==> src/rtl/seq_match_scheduler.sv <==
// seq_match_scheduler
//   Round-robin arbiter in front of one serial pattern matcher shared by NCH
//   byte-stream requesters. A granted byte is shifted MSB-first through the
//   matcher, one bit per clock, using that channel's saved match context so
//   that matches spanning consecutive bytes of the same channel are found.
//
// Ports
//   clock        single clock, rising edge
//   reset_n      asynchronous active-low reset
//   req_valid    [NCH]     channel i has a byte pending
//   req_data     [8*NCH]   byte of channel i in bits [8i+7:8i]
//   req_ready    [NCH]     one-hot accept strobe (combinational, IDLE only)
//   ch_clear     [NCH]     zero history/fill/count of channel i
//   busy                   engine is shifting a byte
//   match_valid            registered one-cycle match pulse
//   match_ch     [clog2]   channel of the match (0 when no match)
//   match_pos    [3]       bit index in the byte, 0 = MSB (0 when no match)
//   cnt_sel      [clog2]   counter select
//   cnt_out      [CNTW]    match count of cnt_sel (combinational read)
module seq_match_scheduler #(
  parameter int              NCH     = 4,
  parameter int              PW      = 5,
  parameter logic [PW-1:0]   PATTERN = 5'b11101,
  parameter int              CNTW    = 8
) (
  input  logic                     clock,
  input  logic                     reset_n,
  input  logic [NCH-1:0]           req_valid,
  input  logic [8*NCH-1:0]         req_data,
  output logic [NCH-1:0]           req_ready,
  input  logic [NCH-1:0]           ch_clear,
  output logic                     busy,
  output logic                     match_valid,
  output logic [$clog2(NCH)-1:0]   match_ch,
  output logic [2:0]               match_pos,
  input  logic [$clog2(NCH)-1:0]   cnt_sel,
  output logic [CNTW-1:0]          cnt_out
);

  localparam int CHW = $clog2(NCH);
  localparam int HW  = PW - 1;          // history bits kept per channel
  localparam int FW  = $clog2(PW);      // wide enough to hold PW-1
  localparam logic [FW-1:0]   FILL_MAX = FW'(PW - 1);
  localparam logic [CNTW-1:0] CNT_MAX  = '1;

  typedef enum logic {S_IDLE, S_SHIFT} state_t;

  state_t          state_q, state_d;
  logic [7:0]      shreg_q, shreg_d;
  logic [2:0]      bitcnt_q, bitcnt_d;
  logic [CHW-1:0]  act_ch_q, act_ch_d;
  logic [CHW-1:0]  last_grant_q, last_grant_d;
  logic [HW-1:0]   work_hist_q, work_hist_d;
  logic [FW-1:0]   work_fill_q, work_fill_d;
  logic            match_valid_q, match_valid_d;
  logic [CHW-1:0]  match_ch_q, match_ch_d;
  logic [2:0]      match_pos_q, match_pos_d;

  // Per-channel saved context
  logic [HW-1:0]   hist_q [NCH];
  logic [HW-1:0]   hist_d [NCH];
  logic [FW-1:0]   fill_q [NCH];
  logic [FW-1:0]   fill_d [NCH];
  logic [CNTW-1:0] cnt_q  [NCH];
  logic [CNTW-1:0] cnt_d  [NCH];

  // Arbitration
  logic            win_found;
  logic [CHW-1:0]  win_ch;
  logic [7:0]      win_data;

  // Matcher datapath
  logic            bit_in;
  logic [HW-1:0]   shift_hist;
  logic [FW-1:0]   shift_fill;
  logic            hit;
  logic            writeback;

  // First requesting channel after last_grant, wrapping around.
  always_comb begin
    int idx;
    win_found = 1'b0;
    win_ch    = '0;
    idx       = 0;
    for (int k = 1; k <= NCH; k++) begin
      idx = int'(last_grant_q) + k;
      if (idx >= NCH) idx = idx - NCH;
      if (!win_found && req_valid[CHW'(idx)]) begin
        win_found = 1'b1;
        win_ch    = CHW'(idx);
      end
    end
  end

  always_comb begin
    win_data = '0;
    for (int i = 0; i < NCH; i++) begin
      if (win_ch == CHW'(i)) win_data = req_data[8*i +: 8];
    end
  end

  // Accept strobe only for the winner while idle; forced low under reset.
  generate
    for (genvar gi = 0; gi < NCH; gi++) begin : gen_ready
      assign req_ready[gi] = reset_n && (state_q == S_IDLE) && win_found &&
                             (win_ch == CHW'(gi));
    end
  endgenerate

  assign bit_in     = shreg_q[7];
  // Keep the newest PW-1 bits: truncation drops the oldest one.
  assign shift_hist = HW'({work_hist_q, bit_in});
  assign shift_fill = (work_fill_q == FILL_MAX) ? FILL_MAX : work_fill_q + 1'b1;

  // FSM next-state and working-register logic
  always_comb begin
    state_d       = state_q;
    shreg_d       = shreg_q;
    bitcnt_d      = bitcnt_q;
    act_ch_d      = act_ch_q;
    last_grant_d  = last_grant_q;
    work_hist_d   = work_hist_q;
    work_fill_d   = work_fill_q;
    match_valid_d = 1'b0;
    match_ch_d    = '0;
    match_pos_d   = '0;
    hit           = 1'b0;
    writeback     = 1'b0;

    case (state_q)
      S_IDLE: begin
        if (win_found) begin
          shreg_d      = win_data;
          bitcnt_d     = '0;
          act_ch_d     = win_ch;
          last_grant_d = win_ch;
          state_d      = S_SHIFT;
          // A clear arriving with the grant wins: start from an empty context.
          if (ch_clear[win_ch]) begin
            work_hist_d = '0;
            work_fill_d = '0;
          end else begin
            work_hist_d = hist_q[win_ch];
            work_fill_d = fill_q[win_ch];
          end
        end
      end

      S_SHIFT: begin
        if (ch_clear[act_ch_q]) begin
          // Abort: drop the byte, the slot is zeroed by the context logic.
          state_d = S_IDLE;
        end else begin
          hit           = (work_fill_q == FILL_MAX) && ({work_hist_q, bit_in} == PATTERN);
          work_hist_d   = shift_hist;
          work_fill_d   = shift_fill;
          shreg_d       = {shreg_q[6:0], 1'b0};
          bitcnt_d      = bitcnt_q + 3'd1;
          match_valid_d = hit;
          match_ch_d    = hit ? act_ch_q : '0;
          match_pos_d   = hit ? bitcnt_q : 3'd0;
          if (bitcnt_q == 3'd7) begin
            writeback = 1'b1;
            state_d   = S_IDLE;
          end
        end
      end

      default: state_d = S_IDLE;
    endcase
  end

  // Context slots: counts update on the match edge so cnt_out follows at
  // once; history/fill are written back after the last bit. Clear wins.
  always_comb begin
    for (int i = 0; i < NCH; i++) begin
      hist_d[i] = hist_q[i];
      fill_d[i] = fill_q[i];
      cnt_d[i]  = cnt_q[i];
      if (writeback && (act_ch_q == CHW'(i))) begin
        hist_d[i] = shift_hist;
        fill_d[i] = shift_fill;
      end
      if (hit && (act_ch_q == CHW'(i)) && (cnt_q[i] != CNT_MAX)) begin
        cnt_d[i] = cnt_q[i] + 1'b1;
      end
      if (ch_clear[i]) begin
        hist_d[i] = '0;
        fill_d[i] = '0;
        cnt_d[i]  = '0;
      end
    end
  end

  always_ff @(posedge clock or negedge reset_n) begin
    if (!reset_n) begin
      state_q       <= S_IDLE;
      shreg_q       <= '0;
      bitcnt_q      <= '0;
      act_ch_q      <= '0;
      last_grant_q  <= CHW'(NCH - 1);
      work_hist_q   <= '0;
      work_fill_q   <= '0;
      match_valid_q <= 1'b0;
      match_ch_q    <= '0;
      match_pos_q   <= '0;
      for (int i = 0; i < NCH; i++) begin
        hist_q[i] <= '0;
        fill_q[i] <= '0;
        cnt_q[i]  <= '0;
      end
    end else begin
      state_q       <= state_d;
      shreg_q       <= shreg_d;
      bitcnt_q      <= bitcnt_d;
      act_ch_q      <= act_ch_d;
      last_grant_q  <= last_grant_d;
      work_hist_q   <= work_hist_d;
      work_fill_q   <= work_fill_d;
      match_valid_q <= match_valid_d;
      match_ch_q    <= match_ch_d;
      match_pos_q   <= match_pos_d;
      for (int i = 0; i < NCH; i++) begin
        hist_q[i] <= hist_d[i];
        fill_q[i] <= fill_d[i];
        cnt_q[i]  <= cnt_d[i];
      end
    end
  end

  always_comb begin
    cnt_out = '0;
    for (int i = 0; i < NCH; i++) begin
      if (cnt_sel == CHW'(i)) cnt_out = cnt_q[i];
    end
  end

  assign busy        = (state_q == S_SHIFT);
  assign match_valid = match_valid_q;
  assign match_ch    = match_ch_q;
  assign match_pos   = match_pos_q;

endmodule

==> config.mk <==
export PLATFORM = sky130hd
export DESIGN_NAME = seq_match_scheduler
export DESIGN_NICKNAME = d
export VERILOG_FILES = /design/src/rtl/seq_match_scheduler.sv
export SDC_FILE = /design/constraint.sdc
export NUM_CORES = 1
export LEC_CHECK = 0
export ABC_AREA = 1
export BUFFER_PORTS_ARGS = -buffer_cell sky130_fd_sc_hd__buf_2
export CORE_MARGIN = 8
export CORE_UTILIZATION = 52
export CTS_BUF_LIST = sky130_fd_sc_hd__clkbuf_4 sky130_fd_sc_hd__clkbuf_8 sky130_fd_sc_hd__clkbuf_16
export CTS_CLUSTER_DIAMETER = 40
export DETAILED_ROUTE_END_ITERATION = 12
export PLACE_DENSITY_LB_ADDON = 0.05
export SYNTH_ARGS = -nofsm -noshare
export SYNTH_HDL_FRONTEND = slang
export SYNTH_SLANG_ARGS = --single-unit
==> constraint.sdc <==
create_clock -name clock -period 2 [get_ports clock]
set_input_delay 0.2 -clock clock [delete_from_list [all_inputs] [get_ports clock]]
set_output_delay 0.2 -clock clock [all_outputs]
set_load 0.1 [all_outputs]
==> metrics.txt <==
# TYPE chip_impl_metric gauge
chip_impl_metric{name="drt.antenna.violating_nets",unit=""} 0
chip_impl_metric{name="cts-root-to-sink-buffers",unit=""} 2
chip_impl_metric{name="cts_inserted_buffers",unit=""} 9
chip_impl_info{name="synthDominantAreaCellType",value="sky130_fd_sc_hd__dfrtp_1"} 1
chip_impl_metric{name="numClockSinks",unit=""} 89
chip_impl_metric{name="buffer_ports.inserted",unit=""} 62
chip_impl_metric{name="numPlacedInstances",unit=""} 913
chip_impl_metric{name="critical_path.max_fanout",unit=""} 8
chip_impl_metric{name="yosysSeqAreaShare",unit="%"} 42.4
chip_impl_metric{name="wl_met1",unit="um"} 6420
chip_impl_metric{name="final_critical_path_setup_slack",unit="ps"} -529
chip_impl_metric{name="final.fill_count",unit=""} 817
chip_impl_metric{name="drv_cap",unit=""} 0
chip_impl_metric{name="synth_seq_cells",unit=""} 89
chip_impl_info{name="root_buffer",value="sky130_fd_sc_hd__clkbuf_8"} 1
chip_impl_metric{name="grt_pass1_vias",unit=""} 5229
chip_impl_metric{name="worst_hold_slack",unit="ps"} 48.0
chip_impl_info{name="synthMostInstantiatedCell",value="sky130_fd_sc_hd__nand2_1"} 1
chip_impl_info{name="critical_path_class",value="register to output port"} 1
chip_impl_metric{name="relSlewSlack",unit="%"} 64.1
chip_impl_metric{name="finalNonFillerCells",unit=""} 963
chip_impl_metric{name="dp_hpwl",unit="um"} 10600
chip_impl_metric{name="final_min_period_over_clock_period",unit="%"} 126
chip_impl_info{name="maxUsedRoutingLayer",value="met4"} 1
chip_impl_metric{name="detail_route.first_pass.iterations",unit=""} 7
chip_impl_metric{name="synth_warnings",unit=""} 0
chip_impl_metric{name="core_area",unit="um2"} 9820
chip_impl_metric{name="drive_above_1_share",unit="%"} 35.7
chip_impl_metric{name="placedInstanceArea",unit="um2"} 6140
chip_impl_info{name="outcome",value="complete, but fails checks"} 1
chip_impl_metric{name="number_of_enable_flip_flop_cells_after_synthesis",unit=""} 0
chip_impl_info{name="ys_top_cells_by_count",value="163 x sky130_fd_sc_hd__nand2_1, 87 x sky130_fd_sc_hd__dfrtp_1, 80 x sky130_fd_sc_hd__inv_1"} 1
chip_impl_metric{name="drv_slew",unit=""} 0
chip_impl_metric{name="wire_length_of_the_first_global_routing_pass",unit="um"} 24500
chip_impl_metric{name="y_dimension_of_the_die",unit="um"} 117
chip_impl_metric{name="postSynthNetCount",unit=""} 739
chip_impl_info{name="worstPathCellList",value="buf_12, inv_8, nand2_2, nand2_4, nand2_4, nand2_4, inv_4, nand2_4, nand2_4, nand3_4, buf_6, nor3_4, buf_12"} 1
chip_impl_metric{name="die_area",unit="um2"} 13600
chip_impl_info{name="path_common_cell",value="sky130_fd_sc_hd__nand2_4"} 1
chip_impl_metric{name="lkg_pwr",unit="nW"} 3.41
chip_impl_metric{name="initial_standard_cell_utilization_of_the_core",unit="%"} 53.6
chip_impl_metric{name="final_design_area_no_fill",unit="um2"} 7080
chip_impl_metric{name="route.met2.wl",unit="um"} 7930
chip_impl_metric{name="diodes",unit=""} 0
chip_impl_metric{name="place_worst_setup_slack",unit="ps"} -249
chip_impl_metric{name="power.total",unit="mW"} 10.7
chip_impl_metric{name="power.density_cell_area",unit="nW/um2"} 1510
chip_impl_info{name="synth-main-ff-cell",value="sky130_fd_sc_hd__dfrtp_1"} 1
chip_impl_metric{name="floorplan.rows",unit=""} 36
chip_impl_metric{name="routed_wire_length_per_instance",unit="um"} 16.3
chip_impl_metric{name="h-tree-depth",unit=""} 3
chip_impl_metric{name="detailedRoute.firstIterationViolations",unit=""} 394
chip_impl_metric{name="num_vias",unit=""} 5256
chip_impl_info{name="critPathSlowestCell",value="sky130_fd_sc_hd__dfstp_2"} 1
chip_impl_metric{name="synth_cell_types",unit=""} 38
chip_impl_metric{name="timing.final.hold_violations",unit=""} 0
chip_impl_metric{name="clock_pin_slew_of_the_registers_on_the_worst_case_setup_and_hold_paths",unit="ps"} 100
chip_impl_metric{name="die_width",unit="um"} 117
chip_impl_metric{name="seq_area",unit="um2"} 2230
chip_impl_metric{name="timing.fmax",unit="MHz"} 395
chip_impl_info{name="grt_setup_unrepaired",value="true"} 1
chip_impl_info{name="critPathTopFamily",value="simple AND/OR/NAND/NOR gates"} 1
chip_impl_metric{name="worst-endpoint-required",unit="ps"} 1800
chip_impl_info{name="timing.critical_path.from_type",value="register"} 1
chip_impl_metric{name="period_needed",unit="ps"} 2530
chip_impl_metric{name="mappedNetlistArea",unit="um2"} 5260
chip_impl_info{name="tritoncts",value="done"} 1
chip_impl_metric{name="syn_area_per_cell",unit="um2"} 7.65
chip_impl_metric{name="multi_input_gate_area_in_the_final_layout",unit="um2"} 2970
chip_impl_metric{name="place.gp.congestion",unit=""} 0.879
chip_impl_metric{name="netlist.area_leader.share",unit="%"} 41.4
chip_impl_metric{name="antenna_found_initial",unit=""} 0
chip_impl_metric{name="max_slew.worst_pin.slew",unit="ps"} 533
chip_impl_metric{name="synthesis.instances",unit=""} 687
chip_impl_metric{name="worst_ep_arrival_time",unit="ps"} 2330
chip_impl_metric{name="area_growth",unit="%"} 34.7
chip_impl_metric{name="worst_clock_skew",unit="ps"} 8.32
chip_impl_info{name="violations",value="negative setup slack"} 1
chip_impl_metric{name="setup_viol",unit=""} 29
chip_impl_metric{name="route.met3.wl",unit="um"} 869
chip_impl_info{name="setup.worst_path.end_class",value="output port"} 1
chip_impl_metric{name="global_route.usage.total",unit="%"} 22.8
chip_impl_metric{name="remaining_global_route_overflow",unit=""} 0
chip_impl_info{name="hold_class",value="primary input to register"} 1
chip_impl_metric{name="max_stage_delay",unit="ps"} 600
chip_impl_metric{name="io-pin-count",unit=""} 63
chip_impl_metric{name="design.final.nets",unit=""} 877
chip_impl_metric{name="synth_async_sr_flop_share",unit="%"} 100
chip_impl_metric{name="ir_drop",unit="mV"} 1.09
chip_impl_metric{name="clock_insertion_delay_worst_skew",unit="ps"} 370
chip_impl_metric{name="post_drt_via_cell_ratio",unit=""} 5.46
chip_impl_info{name="cell_types_occupying_the_most_area_after_synthesis",value="sky130_fd_sc_hd__dfrtp_1 41%, sky130_fd_sc_hd__nand2_1 12%, sky130_fd_sc_hd__o21ai_0 6.1%"} 1
chip_impl_metric{name="route.detailed.drc",unit=""} 0
chip_impl_metric{name="routed_wl",unit="um"} 15700
chip_impl_metric{name="grt_max_degree",unit=""} 90
chip_impl_metric{name="worstPathBufferInverterCount",unit=""} 5
==> path summary, 6_finish.rpt <==
path                                 start             end  slack (ps)  cells after the start
setup / recovery           last_grant_q[0]    req_ready[1]        -530                     13
hold / removal                 ch_clear[3]        cnt_q[1]          50                      2
setup reg to reg           last_grant_q[0]  work_fill_q[1]        -430                     18
hold reg to reg                 shreg_q[0]      shreg_q[0]         490                      2
max in group asynchronous          reset_n            busy        1070                      3
min in group asynchronous          reset_n        cnt_q[4]         460                      3
==> layout make-up <==
type	instances	share of cell area [%]
clock buffers	10	1.85
clock inverters	6	0.742
inverters	95	5.53
multi-input cells	484	41.9
flip-flops and latches	89	31.5
well taps	133	2.35
repair buffers	145	16.0
repair inverters	1	0.0883
==> routing by layer <==
metal	global-route usage (%)	vias up
li1	-	2543
met1	27.5	2492
met2	39.3	176
met3	5.02	45
met4	7.59	0
met5	0	-
==> sequential cells by signal, indices dropped and copies added, names as in the netlist, 3 cells and up <==
signal       flops
hist_q          16
work_fill_q      3
match_pos        3
bitcnt_q         3
work_hist_q      4
cnt_q           32
fill_q          12
shreg_q          8
==> placed cells by master, fill, tap and decap left out, drive strengths merged, types with 2 or more instances in the layout <==
master | Yosys | final
a211oi | 6 | 6
a21o | 2 | 2
a21oi | 39 | 39
buf | 15 | 143
clkbuf | 4 | 11
clkinv | 0 | 2
clkinvlp | 0 | 2
dfrtp | 87 | 87
dfstp | 2 | 2
ha | 8 | 8
inv | 95 | 98
nand2 | 184 | 184
nand3 | 60 | 60
nand3b | 2 | 2
nand4 | 16 | 16
nor2 | 50 | 50
nor3 | 17 | 17
nor4 | 2 | 2
o21ai | 73 | 73
o22ai | 13 | 13
or2 | 6 | 6
xor2 | 3 | 3
==> where the power goes <==
| part | internal [mW] | switching, mW |
|---|---|---|
| Sequential | 2.08 | 0.193 |
| Combinational | 2.93 | 4.29 |
| Clock | 0.483 | 0.715 |
| Total | 5.49 | 5.20 |
==> kinds of logic (layout without fill, tap and decap cells) <==
family / after synthesis / count (layout) / share of synthesized area [%]
fa+ha+maj: 8 / 8 / 1.90
flops: 89 / 89 / 42.4
compound gates: 136 / 136 / 13.9
buf+inv: 114 / 257 / 9.54
simple gates: 337 / 337 / 31.8
xor+xnor: 3 / 3 / 0.500
==> per-stage QoR <==
step / setup TNS (ps) / utilization (%)
final: -8340 / 72.1
after global routing: -13070 / 72.1
after CTS: -6300 / 67.1
after detailed placement: -4020 / 62.6
after global placement: -2350 / 62.6
after floorplan: -1430 / -
==> timing repair <==
action,CTS,global route
pin swaps,21,36
endpoints found under the hold margin,87,0
gates cloned,1,2
hold buffers,1,0
gates resized for setup,32,109
setup buffers,17,14
endpoints found under the setup margin,33,44
(Power assumes the default switching activity.)
